<file path="src/rtl/trigger_pkg.sv">
// Shared types for the trigger family of storage blocks.
package trigger_pkg;

  typedef enum logic [2:0] {
    MODE_HOLD = 3'd0,
    MODE_LOAD = 3'd1,
    MODE_SHL  = 3'd2,
    MODE_SHR  = 3'd3,
    MODE_ROL  = 3'd4,
    MODE_ROR  = 3'd5,
    MODE_CLR  = 3'd6,
    MODE_RSVD = 3'd7
  } mode_t;

endpackage

</file>
<file path="src/rtl/trigger_d_stage_module.sv">
// WIDTH-bit D trigger with enable and asynchronous active-high reset.
module trigger_d_stage_module #(
  parameter int WIDTH = 8
) (
  input  logic             clk,
  input  logic             rst,
  input  logic             en,
  input  logic [WIDTH-1:0] d,
  output logic [WIDTH-1:0] q
);

  always_ff @(posedge clk or posedge rst) begin
    if (rst)
      q <= '0;
    else if (en)
      q <= d;
  end

endmodule

</file>
<file path="src/rtl/trigger_ushift_module.sv">
// Universal shift register: DEPTH stages of WIDTH-bit D triggers with load,
// shift, rotate and clear, plus fill tracking and eviction output.
module trigger_ushift_module
  import trigger_pkg::*;
#(
  parameter int WIDTH = 8,
  parameter int DEPTH = 4
) (
  input  logic                       clk,
  input  logic                       rst,
  input  logic                       en,
  input  logic [2:0]                 mode,
  input  logic [WIDTH-1:0]           d_ser,
  input  logic [DEPTH*WIDTH-1:0]     d_par,
  output logic [DEPTH*WIDTH-1:0]     q_par,
  output logic [WIDTH-1:0]           q_hi,
  output logic [WIDTH-1:0]           q_lo,
  output logic [$clog2(DEPTH+1)-1:0] fill,
  output logic                       full,
  output logic [WIDTH-1:0]           out_word,
  output logic                       out_valid
);

  localparam int FW = $clog2(DEPTH+1);
  localparam logic [FW-1:0] DEPTH_F = FW'(DEPTH);

  logic [WIDTH-1:0] stage_q [DEPTH];
  logic [WIDTH-1:0] stage_d [DEPTH];
  logic [FW-1:0]    fill_q;
  logic [FW-1:0]    fill_d;
  logic [FW:0]      fill_inc;
  logic             evict;
  logic [WIDTH-1:0] evict_word;

  genvar g;
  generate
    for (g = 0; g < DEPTH; g++) begin : g_stage
      trigger_d_stage_module #(.WIDTH(WIDTH)) u_stage (
        .clk (clk),
        .rst (rst),
        .en  (en),
        .d   (stage_d[g]),
        .q   (stage_q[g])
      );
      assign q_par[g*WIDTH +: WIDTH] = stage_q[g];
    end
  endgenerate

  assign q_hi = stage_q[DEPTH-1];
  assign q_lo = stage_q[0];
  assign full = (fill_q == DEPTH_F);
  assign fill = fill_q;

  // Guard bit keeps the saturating increment from wrapping when DEPTH+1 is a power of two.
  assign fill_inc = {1'b0, fill_q} + (FW+1)'(1);

  always_comb begin
    for (int i = 0; i < DEPTH; i++)
      stage_d[i] = stage_q[i];
    fill_d     = fill_q;
    evict      = 1'b0;
    evict_word = stage_q[DEPTH-1];

    case (mode_t'(mode))
      MODE_LOAD: begin
        for (int i = 0; i < DEPTH; i++)
          stage_d[i] = d_par[i*WIDTH +: WIDTH];
        fill_d = DEPTH_F;
      end
      MODE_SHL: begin
        stage_d[0] = d_ser;
        for (int i = 1; i < DEPTH; i++)
          stage_d[i] = stage_q[i-1];
        evict      = full;
        evict_word = stage_q[DEPTH-1];
        fill_d     = (fill_inc >= (FW+1)'(DEPTH)) ? DEPTH_F : fill_inc[FW-1:0];
      end
      MODE_SHR: begin
        stage_d[DEPTH-1] = d_ser;
        for (int i = 0; i < DEPTH-1; i++)
          stage_d[i] = stage_q[i+1];
        evict      = full;
        evict_word = stage_q[0];
        fill_d     = (fill_inc >= (FW+1)'(DEPTH)) ? DEPTH_F : fill_inc[FW-1:0];
      end
      MODE_ROL: begin
        stage_d[0] = stage_q[DEPTH-1];
        for (int i = 1; i < DEPTH; i++)
          stage_d[i] = stage_q[i-1];
      end
      MODE_ROR: begin
        stage_d[DEPTH-1] = stage_q[0];
        for (int i = 0; i < DEPTH-1; i++)
          stage_d[i] = stage_q[i+1];
      end
      MODE_CLR: begin
        for (int i = 0; i < DEPTH; i++)
          stage_d[i] = '0;
        fill_d = '0;
      end
      default: ;
    endcase
  end

  always_ff @(posedge clk or posedge rst) begin
    if (rst) begin
      fill_q    <= '0;
      out_word  <= '0;
      out_valid <= 1'b0;
    end else begin
      out_valid <= en && evict;
      if (en) begin
        fill_q <= fill_d;
        if (evict)
          out_word <= evict_word;
      end
    end
  end

endmodule
</file>
<file path="config.mk">
export PLATFORM = sky130hd
export DESIGN_NAME = trigger_ushift_module
export DESIGN_NICKNAME = d
export VERILOG_FILES = /design/src/rtl/trigger_pkg.sv /design/src/rtl/trigger_d_stage_module.sv /design/src/rtl/trigger_ushift_module.sv
export SDC_FILE = /design/constraint.sdc
export NUM_CORES = 1
export LEC_CHECK = 0
export ABC_AREA = 0
export CAP_MARGIN = 25
export CORE_ASPECT_RATIO = 0.6
export CORE_MARGIN = 3
export CORE_UTILIZATION = 33
export DETAILED_ROUTE_END_ITERATION = 7
export DONT_BUFFER_PORTS = 1
export GPL_ROUTABILITY_DRIVEN = 0
export PLACE_DENSITY = 0.45
export SLEW_MARGIN = 0
export SYNTH_ARGS = -nofsm -noshare
export SYNTH_HDL_FRONTEND = slang
export SYNTH_SLANG_ARGS = --single-unit
</file>
<file path="constraint.sdc">
create_clock -name clk -period 2.1 [get_ports clk]
set_clock_uncertainty 0.2 [all_clocks]
set_input_delay 0.21 -clock clk [delete_from_list [all_inputs] [get_ports clk]]
set_output_delay 0.21 -clock clk [all_outputs]
set_load 0.03 [all_outputs]
</file>
==> metrics.txt <==
# TYPE chip_impl_metric gauge
chip_impl_metric{name="setup-tns-final",unit="ps"} 0
chip_impl_metric{name="worst-endpoint-arrival",unit="ps"} 1950
chip_impl_metric{name="setup_ws",unit="ps"} 127
chip_impl_metric{name="clock_tree.buffer_depth",unit=""} 2
chip_impl_metric{name="worst_skew_pair.late_latency",unit="ps"} 290
chip_impl_metric{name="layout.cells.non_filler",unit=""} 459
chip_impl_metric{name="cts_buffers",unit=""} 5
chip_impl_info{name="clock_tree_from_tritoncts",value="built"} 1
chip_impl_metric{name="critical_path_cell_count",unit=""} 5
chip_impl_info{name="critPathSlowestCell",value="sky130_fd_sc_hd__dlygate4sd3_1"} 1
chip_impl_metric{name="dp.final_hpwl",unit="mm"} 6.72
chip_impl_metric{name="detailed_place.area",unit="µm²"} 2920
chip_impl_metric{name="cp_max_fo",unit=""} 4
chip_impl_metric{name="post-route-min-period",unit="ps"} 1970
chip_impl_metric{name="power_frac_clock",unit=""} 0.248
chip_impl_info{name="worst_setup_start_kind",value="flop"} 1
chip_impl_metric{name="placeableCoreArea",unit="µm²"} 8130
chip_impl_metric{name="ir_drop",unit="mV"} 0.320
chip_impl_metric{name="combinationalPowerShare",unit=""} 0.301
chip_impl_metric{name="area_growth",unit="%"} 20.9
chip_impl_metric{name="drt_iter0_drc",unit=""} 194
chip_impl_info{name="cts.root.buffer_cell",value="sky130_fd_sc_hd__clkbuf_16"} 1
chip_impl_metric{name="setup_viol",unit=""} 0
chip_impl_metric{name="cts_max_level",unit=""} 2
chip_impl_metric{name="cell_internal_pwr",unit="mW"} 1.89
chip_impl_info{name="layout_commonest_cell",value="sky130_fd_sc_hd__dfrtp_1"} 1
chip_impl_metric{name="buf_inv_stages_crit_path",unit=""} 1
chip_impl_metric{name="fin_util",unit=""} 0.424
chip_impl_info{name="worstSetupEndpointType",value="flop"} 1
chip_impl_info{name="critical_path.startpoint",value="g_stage[1].u_stage.q[1]"} 1
chip_impl_metric{name="drt-vias-per-instance",unit=""} 5.69
chip_impl_metric{name="p_leak",unit="nW"} 1.49
chip_impl_metric{name="cap_violations",unit=""} 0
chip_impl_metric{name="route.detailed.wl_per_inst",unit="µm"} 20.8
chip_impl_metric{name="post-route-drc-count",unit=""} 0
chip_impl_metric{name="worst-endpoint-required",unit="ps"} 2080
chip_impl_metric{name="min_period_over_period",unit=""} 0.940
chip_impl_metric{name="delay_of_the_slowest_critical_path_stage",unit="ps"} 560
chip_impl_info{name="crit_chain",value="a21oi_1, nor2_1, a311oi_1, o21ai_1, dlygate4sd3_1"} 1
chip_impl_info{name="outcome",value="complete, no violations"} 1
chip_impl_metric{name="netSwitchingPower",unit="mW"} 1.39
chip_impl_metric{name="grt-ovfl-total",unit=""} 0
chip_impl_info{name="crit_path_end",value="g_stage[0].u_stage.q[1]"} 1
chip_impl_metric{name="drtPass1Iterations",unit=""} 5
chip_impl_metric{name="timing.final.max_slew_violations",unit=""} 0
chip_impl_metric{name="layout_cells_sized_above_1",unit=""} 0.163
chip_impl_metric{name="final.fill_count",unit=""} 802
chip_impl_metric{name="hold_viol_final",unit=""} 0
chip_impl_metric{name="pin_count",unit=""} 107
chip_impl_metric{name="p_per_area",unit="nW/µm²"} 951
chip_impl_metric{name="fmaxAchievable",unit="MHz"} 507
chip_impl_metric{name="tightest_slew",unit="ps"} 652
chip_impl_info{name="holdCritPathClass",value="in -> reg"} 1
chip_impl_metric{name="fin_hold_ws",unit="ps"} 26.5
chip_impl_metric{name="syn-instance-count",unit=""} 319
chip_impl_info{name="grt_setup_unrepaired",value="false"} 1
chip_impl_info{name="rr_endpoint",value="g_stage[0].u_stage.q[1]"} 1
chip_impl_metric{name="mappedNetlistArea",unit="µm²"} 2850
chip_impl_metric{name="synth-seq-cells",unit=""} 44
chip_impl_info{name="critical_path_class",value="reg -> reg"} 1
chip_impl_metric{name="drtAntennaViolNets",unit=""} 0
chip_impl_metric{name="grt_start_max_net_pins",unit=""} 34
chip_impl_metric{name="routed-via-count",unit=""} 2614
chip_impl_metric{name="antenna_found_initial",unit=""} 1
chip_impl_metric{name="slew_headroom",unit=""} 0.564
chip_impl_metric{name="drt_wl_total",unit="mm"} 9.56
chip_impl_info{name="worst_r2r_startpoint",value="g_stage[1].u_stage.q[1]"} 1
chip_impl_metric{name="yosysWarningCount",unit=""} 0
chip_impl_metric{name="die_height",unit="µm"} 78.0
chip_impl_metric{name="power.share.switching",unit=""} 0.424
chip_impl_metric{name="reg2regPathDepth",unit=""} 5
chip_impl_metric{name="r2r_setup_slack",unit="ps"} 130
chip_impl_metric{name="share_seq_of_total_power",unit=""} 0.452
chip_impl_metric{name="via_count_of_the_first_global_routing_pass",unit=""} 2710
chip_impl_metric{name="final_area",unit="µm²"} 3450
chip_impl_info{name="worst_path_dominant_cell_family",value="buffers and inverters"} 1
chip_impl_metric{name="die_x",unit="µm"} 126
chip_impl_metric{name="design_power_total",unit="mW"} 3.28
chip_impl_metric{name="placement_rows",unit=""} 25
chip_impl_metric{name="cts_num_sinks",unit=""} 44
chip_impl_metric{name="buffer_ports.inserted",unit=""} 0
chip_impl_metric{name="synth_cell_type_count",unit=""} 36
chip_impl_metric{name="syn_area_per_cell",unit="µm²"} 8.93
chip_impl_metric{name="clk_pin_slew_worst_paths",unit="ps"} 60
chip_impl_metric{name="wire_length_of_the_first_global_routing_pass",unit="mm"} 15.1
chip_impl_metric{name="placement.setup.worst_slack",unit="ps"} 110
chip_impl_metric{name="finalNetCount",unit=""} 397
chip_impl_info{name="layout.cells.most_common_list",value="sky130_fd_sc_hd__dfrtp_1 (44), sky130_fd_sc_hd__dlygate4sd3_1 (37), sky130_fd_sc_hd__nor2_1 (35), sky130_fd_sc_hd__buf_4 (27), sky130_fd_sc_hd__nand2_1 (26)"} 1
chip_impl_metric{name="initial_core_util",unit=""} 0.350
chip_impl_metric{name="die_area",unit="µm²"} 9820
chip_impl_metric{name="post-place-cells",unit=""} 413
chip_impl_metric{name="synth_sequential_area_ratio",unit=""} 0.386
chip_impl_metric{name="grtUsageTotal",unit=""} 0.194
chip_impl_metric{name="syn_nets",unit=""} 367
area by class of cell:
class                           count  area (µm²)  area share
Inverter                           11        41.3      0.0120
Tap cell                          108         135      0.0392
Antenna cell                        1        2.50    0.000726
Clock buffer                        8         146      0.0425
Timing Repair Buffer               65         593       0.172
Sequential cell                    44        1100       0.319
Multi-Input combinational cell    222        1430       0.414
worst min-delay path by stage:
stage                     startpoint                       to  cells after the start
after floorplan                   en                  fill[1]                      2
after CTS                    mode[0]  g_stage[3].u_stage.q[6]                      3
after detailed placement         rst                out_valid                      1
after global routing         mode[0]  g_stage[1].u_stage.q[5]                      3
final                        mode[0]  g_stage[3].u_stage.q[6]                      3
after global placement           rst                out_valid                      1
power groups by stage:
stage | clock (mW) | combinational (mW) | sequential (mW)
floorplan | 0 | 0.660 | 1.56
global placement | 0 | 0.901 | 1.51
detailed placement | 0 | 0.914 | 1.51
CTS | 0.841 | 0.989 | 1.49
global route | 0.874 | 1.07 | 1.51
finish | 0.812 | 0.986 | 1.48
timing repair:
action | in CTS | in global routing
gates resized for setup | 0 | 1
buffers inserted | 0 | 0
hold buffers | 37 | 0
endpoints found under the setup margin | 0 | 7
endpoints found under the hold margin | 79 | 0
sequential cells by signal (all words and copies together) (netlist names):
| signal | flops |
|---|---|
| out_valid | 1 |
| fill | 3 |
| out_word | 8 |
| g_stage.u_stage.q | 32 |
kinds of logic (layout without fill, tap and decap cells):
kind of cell               count (synthesis)  count (layout)  share of synthesized area
AOI/OAI and AO/OA                        107             107                      0.251
and+or+nand+nor                           84              84                      0.131
buffers and inverters                     53              84                      0.115
DFF                                       44              44                      0.386
muxes                                     24              24                     0.0913
adders and majority gates                  7               7                     0.0263
other                                      0               1                          0
cells in the mapped netlist, drive strengths merged:
library cell  number  area (µm²)
clkbuf             2        7.51
a311oi             1        8.76
or3                1        6.26
nand2             27         104
inv               11        41.3
o21ai             35         175
a31oi              4        25.0
dfrtp             44        1100
a32o               1        10.0
or2                2        12.5
nand4              1        6.26
ha                 2        25.0
a22oi              4        30.0
o32ai              3        26.3
mux2i              8        80.1
buf               40         278
and2               3        18.8
mux2              16         180
a221oi            20         175
o221ai             8        70.1
nand3              3        15.0
and3               4        25.0
maj3               5        50.1
nand2b             6        37.5
a21o               4        30.0
nor2b              1        6.26
o21a               8        60.1
o32a               1        10.0
a21oi             18        93.8
nor2              35         131
and2b              1        10.0
tightest hold or removal path, stage by stage:
cell,delay (ps)
sky130_fd_sc_hd__o221ai_1,70
sky130_fd_sc_hd__o21a_1,120
sky130_fd_sc_hd__o21ai_0,70
per-layer routing:
layer | up-vias | wire (µm) | track usage
met1 | 1283 | 4310 | 0.262
met2 | 118 | 4240 | 0.299
met5 | - | 0 | 0
met4 | 0 | 112 | 0.0503
li1 | 1200 | - | -
met3 | 13 | 900 | 0.0667
No activity file was read; power rests on OpenSTA's default activity.
